`src/rtl/dmem_port_arbiter.sv`:
```
// dmem_port_arbiter: shares a single-port data memory between the CPU memory stage and a loader port with bounded starvation
module dmem_port_arbiter #(
  parameter int DATA_W   = 32,
  parameter int ADDR_W   = 32,
  parameter int MAX_WAIT = 4,
  parameter int CNT_W    = 16
) (
  input  logic              clk,
  input  logic              reset,
  input  logic              cpu_re,
  input  logic              cpu_we,
  input  logic [ADDR_W-1:0] cpu_addr,
  input  logic [DATA_W-1:0] cpu_wdata,
  output logic [DATA_W-1:0] cpu_rdata,
  output logic              cpu_stall,
  input  logic              ld_valid,
  input  logic              ld_we,
  input  logic [ADDR_W-1:0] ld_addr,
  input  logic [DATA_W-1:0] ld_wdata,
  output logic              ld_ready,
  output logic              ld_rvalid,
  output logic [DATA_W-1:0] ld_rdata,
  output logic [ADDR_W-1:0] mem_addr,
  output logic [DATA_W-1:0] mem_wdata,
  output logic              mem_we,
  input  logic [DATA_W-1:0] mem_rdata,
  output logic [CNT_W-1:0]  stall_cnt
);
  localparam int WW = MAX_WAIT > 0 ? $clog2(MAX_WAIT + 1) : 1;
  logic [WW-1:0] wait_cnt;
  logic cpu_req, force_ld, gnt_ld, gnt_cpu;
  always_comb begin
    cpu_req   = cpu_re | cpu_we;
    force_ld  = ld_valid & (wait_cnt == WW'(MAX_WAIT));
    gnt_ld    = reset & ld_valid & (~cpu_req | force_ld);
    gnt_cpu   = cpu_req & ~gnt_ld;
    ld_ready  = gnt_ld;
    cpu_stall = cpu_req & gnt_ld;
    mem_addr  = gnt_ld ? ld_addr : cpu_addr;
    mem_wdata = gnt_ld ? ld_wdata : cpu_wdata;
    mem_we    = reset & (gnt_ld ? ld_we : cpu_we & gnt_cpu);
    cpu_rdata = mem_rdata;
  end
  always_ff @(posedge clk) begin
    if (!reset) begin
      wait_cnt  <= '0;
      ld_rvalid <= 1'b0;
      ld_rdata  <= '0;
      stall_cnt <= '0;
    end else begin
      wait_cnt  <= (!ld_valid || gnt_ld) ? '0 : (wait_cnt == WW'(MAX_WAIT) ? wait_cnt : wait_cnt + 1'b1);
      ld_rvalid <= gnt_ld & ~ld_we;
      if (gnt_ld && !ld_we) ld_rdata <= mem_rdata;
      if (cpu_stall && !(&stall_cnt)) stall_cnt <= stall_cnt + 1'b1;
    end
  end
endmodule

```
`config.mk`:
```
export PLATFORM = sky130hd
export DESIGN_NAME = dmem_port_arbiter
export DESIGN_NICKNAME = d
export VERILOG_FILES = /design/src/rtl/dmem_port_arbiter.sv
export SDC_FILE = /design/constraint.sdc
export NUM_CORES = 1
export LEC_CHECK = 0
export CAP_MARGIN = 20
export CORE_AREA = 2 2 123 125
export DETAILED_ROUTE_END_ITERATION = 12
export DIE_AREA = 0 0 125 127
export PLACE_DENSITY = 0.62
export SYNTH_ARGS = -nofsm -noshare
export SYNTH_HDL_FRONTEND = slang
export SYNTH_SLANG_ARGS = --single-unit
```
`constraint.sdc`:
```
create_clock -name clk -period 3.45 [get_ports clk]
set_clock_uncertainty 0.05 [all_clocks]
set_input_delay 0.8625 -clock clk [delete_from_list [all_inputs] [get_ports clk]]
set_output_delay 0.8625 -clock clk [all_outputs]
set_load 0.005 [all_outputs]
```
==> flow_summary.ini, run 1 <==
[timing]
hold_viol = 0
finalSetupViolCount = 0
drv_slew = 0
worstMarginPinSlew_ps = 646.3
fin_crit_sh_pct = 97.51
fmax_mhz = 297.2
slew-limit-headroom_pct = 56.56
rsz0062_at_grt = no
min_period_ps = 3364

[cts]
cts_made_buffers = 5
clkTransAtPathRegs_ps = 70
cts_tree = done
cts_root_buf = clkbuf_16
clock_path_buffers = 2
hold_buffers = 0
htree_levels = 2
insertion_delay_ps = 290
cts_num_sinks = 52

[detailed_routing]
first_pass_iters = 4
dr.first_iter.drc_count = 120
drt.antenna.violating_nets = 0
drc = 0
routed_via_density = 4.528
routed_wl_microns = 15270
wl_per_cell_microns = 18.38
via_count = 3763

[logic_synthesis]
synth.top_cell.area_share_pct = 32.41
synth.yosys.seq_area_share_pct = 32.41
syn_nets = 507
yosysWarnings = 0
synth_area_leaders = dfxtp_1, mux2_2, mux2i_1, buf_4, nor2_1
syn_area_sq_um = 3212
ys_types = 34
syn_avg_cell_area_sq_um = 9.502
ys_seq_elements = 52
synth_top_area_cell = dfxtp_1
syn_inst = 338

[grt]
grt_first_pass_wirelength_microns = 22250
overflow = 0
track_usage_pct = 18.18
antenna_found_initial = 2
grt_pass1_vias = 3859
grt_max_degree = 42

[placement]
port_buffers = 313
dp_cells = 803
dp_hpwl_microns = 12640
gp_congestion = 0.9752

[layout]
syn2layout_area_growth_pct = 111.8
utilization_pct = 47.16
fin_nets = 813
drive_above_1_share_pct = 22.48
fin_cells = 831

[die]
core_area_sq_um = 14420
start_util_pct = 22.27
ios = 314
row_count = 44
die_width_microns = 125
die_area_sq_um = 15880
die_y_microns = 127

[power_and_ir_drop]
power.leakage_nw = 2.555
ir_drop_v = 0.0001698
p_per_area_nw_per_um2 = 241.0

[worst_setup_path]
critPathMaxFanout = 5
crit_path_top_delay_cell = mux2_4
cpPeakStageDelay_ps = 280
arrival_ps = 2450
cp_cell_sequence = buf_2 > or2_4 > a21oi_4 > buf_12 > buf_12 > buf_12 > buf_12 > buf_16 > buf_12 > mux2_4 > buf_2
crit_path_end_kind = output port
cp-start-kind = primary input
criticalPathCategory = primary input to output port
cp.required_ps = 2540
cpMostUsedCell = buf_12

[outcome]
status = finished, final reports clean

[flow_run]
maxCapViolCount = 0

[worst_hold_path]
hold_class = register to register
==> registers in the layout, indices dropped and copies added, names as in the netlist <==
signal	flops
stall_cnt	16
ld_rvalid	1
wait_cnt	3
ld_rdata	32
==> metal layers <==
| layer | track usage, % | share of wire [%] | wire [microns] |
|---|---|---|---|
| met1 | 19.93 | 37 | 5725 |
| met4 | 5.686 | 2.4 | 367 |
| met2 | 33.47 | 50 | 7670 |
| met5 | 0 | 0.085 | 13 |
| met3 | 5.737 | 9.8 | 1495 |
==> Yosys cell counts (all sizes together) <==
| master | n |
|---|---|
| a41oi | 1 |
| a21o | 1 |
| or3 | 2 |
| dfxtp | 52 |
| a211oi | 1 |
| mux2i | 38 |
| o211a | 1 |
| nor4 | 5 |
| buf | 45 |
| a21oi | 9 |
| o21ai | 5 |
| clkbuf | 5 |
| nand2 | 20 |
| nand2b | 2 |
| and4 | 1 |
| nor2 | 35 |
| or2 | 1 |
| a2111oi | 1 |
| ha | 3 |
| nand4 | 5 |
| nand3 | 7 |
| xnor2 | 1 |
| and2 | 1 |
| and3 | 3 |
| a311oi | 1 |
| mux2 | 64 |
| or4 | 8 |
| nor3 | 3 |
| o31ai | 6 |
| inv | 11 |
==> critical path: cells and delay by family <==
kind / cells / cell delay (ps)
AO/OA/AOI/OAI: 1 / 160
buffers and inverters: 8 / 890
AND/OR/NAND/NOR: 1 / 250
multiplexers: 1 / 280
==> metrics by stage <==
stage / TNS (ps) / hold WS [ps] / total power [W] / area, sq um / worst slack, ps
floorplan: 0 / 367.3 / 0.0007471 / 3212 / 354.4
detailed placement: -21880 / 386.9 / 0.001107 / 6432 / -415.9
CTS: 0 / 403.7 / 0.001670 / 6798 / 60.74
global placement: -20390 / 378.7 / 0.001104 / 6432 / -370.6
global route: 0 / 415.3 / 0.001712 / 6798 / 17.15
finish: 0 / 401.6 / 0.001639 / 6803 / 85.73
==> power breakdown <==
group	switching [W]	internal, W
Combinational	0.000144	0.000328
Sequential	0.00000301	0.000606
Clock	0.000218	0.000341
Total	0.000365	0.00127
==> layout make-up <==
cell class                 instances  area (sq um)
tap                              184         230.2
fill                            1354          7621
clock buffer                       5         125.1
antenna                            2         5.005
multi-input combinational        225          1841
timing repair buffer             349          3477
sequential                        52          1041
clock inverter                     3         42.54
inverter                          11         41.29
==> worst paths after layout <==
kind | cells after the start | start | slack (ps) | endpoint
min | 1 | wait_cnt[0]$_SDFFE_PP0P_ | 400 | wait_cnt[0]$_SDFFE_PP0P_
min reg2reg | 1 | wait_cnt[0]$_SDFFE_PP0P_ | 400 | wait_cnt[0]$_SDFFE_PP0P_
max reg2reg | 7 | wait_cnt[0]$_SDFFE_PP0P_ | 1510 | stall_cnt[9]$_SDFFE_PN0P_
max | 11 | cpu_re | 90 | mem_wdata[10]
==> cell families after synthesis <==
family,synth area share (%)
mux,34.28
buf+inv,11.84
simple gates,14.45
xor+xnor,0.2727
fa+ha+maj,1.169
compound gates,5.571
flops,32.41
==> cells in the final DEF, fill, tap and decap left out, types with 6 or more instances in the layout <==
cell	instances
buf_2	24
buf_12	9
o31ai_1	6
dlygate4sd2_1	24
nand2_1	19
nor2_1	35
mux2_2	55
inv_1	11
clkdlybuf4s15_1	16
a21oi_1	8
clkdlybuf4s50_1	244
or4_1	7
buf_4	22
mux2i_1	38
mux2_4	9
dfxtp_1	52
==> what timing repair did <==
action | CTS | global route
gates resized for setup | 188 | 0
endpoints found under the setup margin | 66 | 2
buffers inserted | 14 | 0
gates cloned | 4 | 0
pin swaps | 2 | 1
Power figures use the tool's default switching activity.
==> inputs of run 2 (changes only) <==
--- a/config.mk
+++ b/config.mk
@@ -6,10 +6,11 @@
 export NUM_CORES = 1
 export LEC_CHECK = 0
 export CAP_MARGIN = 20
-export CORE_AREA = 2 2 123 125
+export CORE_AREA = 2 2 121 123
 export DETAILED_ROUTE_END_ITERATION = 12
-export DIE_AREA = 0 0 125 127
-export PLACE_DENSITY = 0.62
+export DIE_AREA = 0 0 123 125
+export MAX_ROUTING_LAYER = met4
+export PLACE_DENSITY = 0.64
 export SYNTH_ARGS = -nofsm -noshare
 export SYNTH_HDL_FRONTEND = slang
 export SYNTH_SLANG_ARGS = --single-unit
==> constraint.sdc (replaced) <==
create_clock -name clk -period 3.99 [get_ports clk]
set_clock_uncertainty 0.05 [all_clocks]
set_input_delay 0.9975 -clock clk [delete_from_list [all_inputs] [get_ports clk]]
set_output_delay 0.9975 -clock clk [all_outputs]
set_load 0.005 [all_outputs]
==> flow_summary.ini, run 2 (synthesis gave the netlist of run 1 again) <==
[die]
row_count = 44
core_area_sq_um = 14200
start_util_pct = 22.61
ios = 314
die_width_microns = 123
die_y_microns = 125
die_area_sq_um = 15380

[placement]
dp_hpwl_microns = 12680
postPlaceCellArea_sq_um = 6417
gp_congestion = 0.9146
port_buffers = 313

[grt]
track_usage_pct = 18.79
overflow = 0
grt_max_degree = 42
grt_first_pass_wirelength_microns = 20760
antenna_found_initial = 0
grt_pass1_vias = 3517

[detailed_routing]
drc = 0
dr.first_iter.drc_count = 123
routed_wl_microns = 14880
drt.antenna.violating_nets = 0
first_pass_iters = 4
routed_via_density = 4.434
via_count = 3605
wl_per_cell_microns = 18.30

[timing]
slew-limit-headroom_pct = 52.87
min_period_ps = 3949
hold_viol = 0
fmax_mhz = 253.2
finalHoldWorstSlack_ps = 399.8
finalSetupViolCount = 0
worstMarginPinSlew_ps = 701.1
fin_crit_sh_pct = 98.98
rsz0062_at_grt = yes
drv_slew = 0

[worst_setup_path]
cp.required_ps = 2940
r2r-start = wait_cnt[0]$_SDFFE_PP0P_
reg2reg_to = ld_rdata[23]$_SDFFE_PN0P_
worstRegToRegCells = 7
r2r_slack_ps = 2000
cp-start-kind = primary input
startpoint = cpu_re
criticalPathCategory = primary input to output port
critPathMaxFanout = 15
crit_path_end_kind = output port
arrival_ps = 2900

[cts]
cts_num_sinks = 52
hold_buffers = 0
cts_made_buffers = 5
cts_root_buf = clkbuf_16
cts_tree = done
htree_levels = 2
clkTransAtPathRegs_ps = 70
insertion_delay_ps = 290
clock_path_buffers = 2

[power_and_ir_drop]
power.leakage_nw = 2.506
ir_drop_v = 0.0001600
p_per_area_nw_per_um2 = 203.9

[layout]
layout_commonest_cell = clkdlybuf4s50_1
syn2layout_area_growth_pct = 104.8
largest_register_ffs = 32
fin_nets = 797
mostFrequentLayoutCells = clkdlybuf4s50_1, mux2_2, dlygate4sd2_1
diodes = 0
biggestRegsByFlops = ld_rdata (32), stall_cnt (16), wait_cnt (3)
top_register = ld_rdata
drive_above_1_share_pct = 15.58
stdcell_area_sq_um = 6576

[flow_run]
maxCapViolCount = 0

[worst_hold_path]
holdCritStartpoint = wait_cnt[0]$_SDFFE_PP0P_
hold_path_end = wait_cnt[0]$_SDFFE_PP0P_
hold_class = register to register
holdPathStages = 1

[outcome]
status = finished, final reports clean
[run 2: changes by cell type in the layout (fill, tap and decap cells not counted), sizes merged, moves of 2 or more]
| cell | previous run | this run |
|---|---|---|
| dlygate4sd2 | 24 | 53 |
| buf | 62 | 20 |
| dlymetal6s2s | 0 | 11 |
| clkdlybuf4s50 | 244 | 248 |
| clkdlybuf4s15 | 18 | 1 |
| diode | 2 | 0 |
[run 2: how the worst max path moves through the flow]
| stage | to | slack (ps) | cells past startpoint |
|---|---|---|---|
| detailed placement | mem_wdata[27] | -120 | 7 |
| finish | mem_wdata[16] | 40 | 7 |
| global placement | mem_wdata[18] | -120 | 7 |
| floorplan | mem_wdata[10] | 620 | 6 |
| CTS | mem_addr[31] | -100 | 6 |
| global route | mem_wdata[16] | -30 | 7 |
[run 2: final cells by class]
| cell class | instances | area, sq um |
|---|---|---|
| clock buffer | 6 | 128.9 |
| clock inverter | 2 | 16.27 |
| fill | 1378 | 7627 |
| inverter | 11 | 41.29 |
| multi-input combinational | 225 | 1804 |
| sequential | 52 | 1041 |
| tap | 184 | 230.2 |
| timing repair buffer | 333 | 3314 |
[run 2: layer usage]
layer / share of wire [%] / vias to the layer above / track usage, %
li1: - / 1741 / -
met1: 38 / 1644 / 20.81
met4: 2.9 / 0 / 5.414
met3: 7.4 / 18 / 3.467
met5: 0 / - / -
met2: 51 / 202 / 33.86
[run 2: per-stage QoR]
stage	power, W	utilization (%)	setup slack [ps]	setup TNS (ps)	cells
2_1_floorplan	0.0006460	-	624.4	0	338
3_3_place_gp	0.0009521	45.18	-117.9	-3657	801
3_5_place_dp	0.0009540	45.18	-122.6	-3856	801
4_1_cts	0.001366	46.01	-102.1	-827.0	811
5_1_grt	0.001411	46.30	-31.60	-35.43	813
6_report	0.001341	46.30	40.90	0	813
[run 2: worst max-delay path: stages]
cell and delay (ps):
clkdlybuf4s50_1 420, or2_4 250, a21oi_4 150, buf_4 150
buf_16 140, mux2_2 340, clkdlybuf4s50_1 440
[run 2: report_power, final]
group          total (W)  switching (W)  internal [W]  leakage (nW)
Clock           0.000427       0.000193      0.000234        0.0671
Sequential      0.000526     0.00000261      0.000524         0.420
Combinational   0.000388       0.000116      0.000272          2.02
Total            0.00134       0.000311       0.00103          2.51
[run 2: what timing repair did]
action | CTS | global route
setup endpoints to repair | 50 | 11
gates cloned | 1 | 0
setup buffers | 1 | 2
pin swaps | 0 | 1
gates resized for setup | 54 | 14
==> inputs of run 3 (changes only) <==
==> config.mk (replaced) <==
export PLATFORM = sky130hd
export DESIGN_NAME = dmem_port_arbiter
export DESIGN_NICKNAME = d
export VERILOG_FILES = /design/src/rtl/dmem_port_arbiter.sv
export SDC_FILE = /design/constraint.sdc
export NUM_CORES = 1
export LEC_CHECK = 0
export ABC_AREA = 1
export CAP_MARGIN = 20
export CORE_AREA = 2 2 123 125
export DETAILED_ROUTE_END_ITERATION = 12
export DIE_AREA = 0 0 125 127
export MAX_ROUTING_LAYER = met4
export PLACE_DENSITY = 0.63
export SYNTH_ARGS = -nofsm -noshare
export SYNTH_HDL_FRONTEND = slang
export SYNTH_SLANG_ARGS = --single-unit
==> flow_summary.ini, run 3 <==
[logic_synthesis]
syn_inst = 564
yosys.area_share.simple_pct = 44.96
synth_compound_gate_area_share_pct = 7.932
syn_area_sq_um = 3328
ys_types = 24
synth_top_area_cell = nand2_1
synth_top_flop_cell = dfxtp_1
synth-xor-area-share_pct = 0.2632
synth.yosys.seq_area_share_pct = 31.28
syn_avg_cell_area_sq_um = 5.901
synth_mux_area_share_pct = 0
synthArstFlopShare_pct = 0
yosysWarnings = 0
synth-edff-count = 0
synth_common_cells = nand2_1, nor2_1, dfxtp_1
syn_nets = 733
ys_seq_elements = 52
synth.top_cell.area_share_pct = 33.27
synth_top_family_by_area = simple AND/OR/NAND/NOR gates
synth_area_leaders = nand2_1, dfxtp_1, buf_4, nor2_1, a21oi_1
synth_most_common_cell = nand2_1
synthAdderAreaFrac_pct = 1.128

[grt]
grt_max_degree = 41
antenna_found_initial = 0
grt_pass1_vias = 3952
overflow = 0
grt_first_pass_wirelength_microns = 20960
track_usage_pct = 16.85

[placement]
dp_hpwl_microns = 11550
dp_cells = 1011
gp_congestion = 0.8340
port_buffers = 313
postPlaceCellArea_sq_um = 6399

[layout]
diodes = 0
drive_above_1_share_pct = 5.263
fin_cells = 1020
syn2layout_area_growth_pct = 98.23
biggestRegsByFlops = ld_rdata (32), stall_cnt (16), wait_cnt (3)
fin_nets = 1004
mostFrequentLayoutCells = clkdlybuf4s50_1, nand2_1, nor2_1
layout_commonest_cell = clkdlybuf4s50_1
top_register = ld_rdata
stdcell_area_sq_um = 6598
largest_register_ffs = 32

[power_and_ir_drop]
power.leakage_nw = 2.666
p_sw_share_pct = 22.62
p_switching_w = 0.0003225
p_per_area_nw_per_um2 = 216.0
sequentialPowerShare_pct = 37.0
p_int_w = 0.001103
clkPwrFrac_pct = 34.0
totalPowerFinal_w = 0.001425
comb_power_share_pct = 29.0
ir_drop_v = 0.0001746

[worst_setup_path]
reg2reg_to = stall_cnt[0]$_SDFFE_PN0P_
criticalPathCategory = primary input to output port
r2r-start = stall_cnt[0]$_SDFFE_PN0P_
cp-start-kind = primary input
worstRegToRegCells = 8
cp.required_ps = 2940
arrival_ps = 2790
critPathMaxFanout = 39
r2r_slack_ps = 1620
crit_path_end_kind = output port

[worst_hold_path]
holdPathStages = 1
holdCritStartpoint = wait_cnt[0]$_SDFFE_PP0P_
hold_path_end = wait_cnt[0]$_SDFFE_PP0P_
hold_class = register to register

[cts]
cts_tree = done
cts_made_buffers = 5
htree_levels = 2
insertion_delay_ps = 290
post_cts_buffers = 0
cts_num_sinks = 52
hold_buffers = 0
ctsResizeCount = 0
clock_path_buffers = 2
cts_root_buf = clkbuf_16
clkTransAtPathRegs_ps = 70

[timing]
finalSetupViolCount = 0
worstMarginPinSlew_ps = 881.8
hold_viol = 0
setup_tns_ps = 0
drv_slew = 0
slew-limit-headroom_pct = 41.04
fmax_mhz = 260.6
rsz0062_at_grt = no
fin_crit_sh_pct = 96.17
min_period_ps = 3837

[detailed_routing]
routed_via_density = 4.094
routed_wl_microns = 14250
first_pass_iters = 4
drt.antenna.violating_nets = 0
drc = 0
wl_per_cell_microns = 13.97
dr.first_iter.drc_count = 190
via_count = 4176

[die]
row_count = 44
die_area_sq_um = 15880
die_width_microns = 125
core_area_sq_um = 14420
start_util_pct = 23.07
die_y_microns = 127
ios = 314

[outcome]
status = finished, final reports clean

[flow_run]
maxCapViolCount = 0
run 3: cell types whose count changed in the layout (fill, tap and decap cells not counted), moves of 7 or more:
cell and delta:
dlygate4sd2_1 -53, or4_1 -7, a21oi_2 +9, nand2_1 +275
mux2_2 -64, nand3_1 +9, clkdlybuf4s50_1 +65, mux2i_1 -38
nor2_1 +18, a21oi_1 +25, buf_4 -8, nand2_2 +12
dlymetal6s2s_1 -11
run 3: power groups by stage:
stage	Combinational [W]	Sequential [W]	Clock [W]
6_report	0.000413	0.000528	0.000484
5_1_grt	0.000444	0.000528	0.000522
4_1_cts	0.000415	0.000528	0.000502
3_5_place_dp	0.000412	0.000540	0
3_3_place_gp	0.000415	0.000540	0
2_1_floorplan	0.000111	0.000540	0
run 3: kinds of logic after synthesis:
| kind of cell | after synthesis |
|---|---|
| simple gates | 381 |
| buf+inv | 81 |
| flops | 52 |
| compound gates | 46 |
| fa+ha+maj | 3 |
| xor+xnor | 1 |
run 3: how the worst max path moves through the flow:
| stage | from | endpoint | slack [ps] | cells past startpoint |
|---|---|---|---|---|
| 2_1_floorplan | reset | mem_addr[23] | 1030 | 9 |
| 3_3_place_gp | cpu_we | mem_wdata[2] | 140 | 9 |
| 3_5_place_dp | cpu_we | mem_wdata[8] | 100 | 9 |
| 4_1_cts | cpu_we | mem_wdata[8] | 100 | 9 |
| 5_1_grt | cpu_we | mem_addr[15] | 40 | 10 |
| 6_report | cpu_we | mem_addr[9] | 150 | 9 |
run 3: final cells by class:
type | instances | area, sq um
Clock buffer | 6 | 128.9
Clock inverter | 2 | 35.03
Fill cell | 1505 | 7826
Inverter | 20 | 82.58
Multi-Input combinational cell | 431 | 1807
Sequential cell | 52 | 1041
Tap cell | 184 | 230.2
Timing Repair Buffer | 325 | 3273
run 3: worst max-delay path, cell delays in order:
cell,delay (ps)
clkdlybuf4s50_1,450
inv_1,40
nand2_1,140
nand2_2,80
nand2_2,150
buf_12,220
nand2_1,110
nand2_1,80
clkdlybuf4s50_1,490
run 3: per-stage QoR:
| stage | hold slack (ps) | util [%] | setup slack (ps) |
|---|---|---|---|
| 2_1_floorplan | 367.3 | - | 1027 |
| 3_3_place_gp | 385.1 | 44.36 | 136.6 |
| 3_5_place_dp | 386.6 | 44.36 | 100.0 |
| 4_1_cts | 404.3 | 45.50 | 97.16 |
| 5_1_grt | 424.4 | 45.74 | 35.56 |
| 6_report | 400.8 | 45.74 | 152.9 |
run 3: routing by layer:
metal,vias to the layer above,part of all wire [%],track usage [%]
li1,2242,-,-
met1,1783,44,20.90
met2,144,51,29.19
met3,7,5.2,3.643
met4,0,0.42,1.961
met5,-,0,-
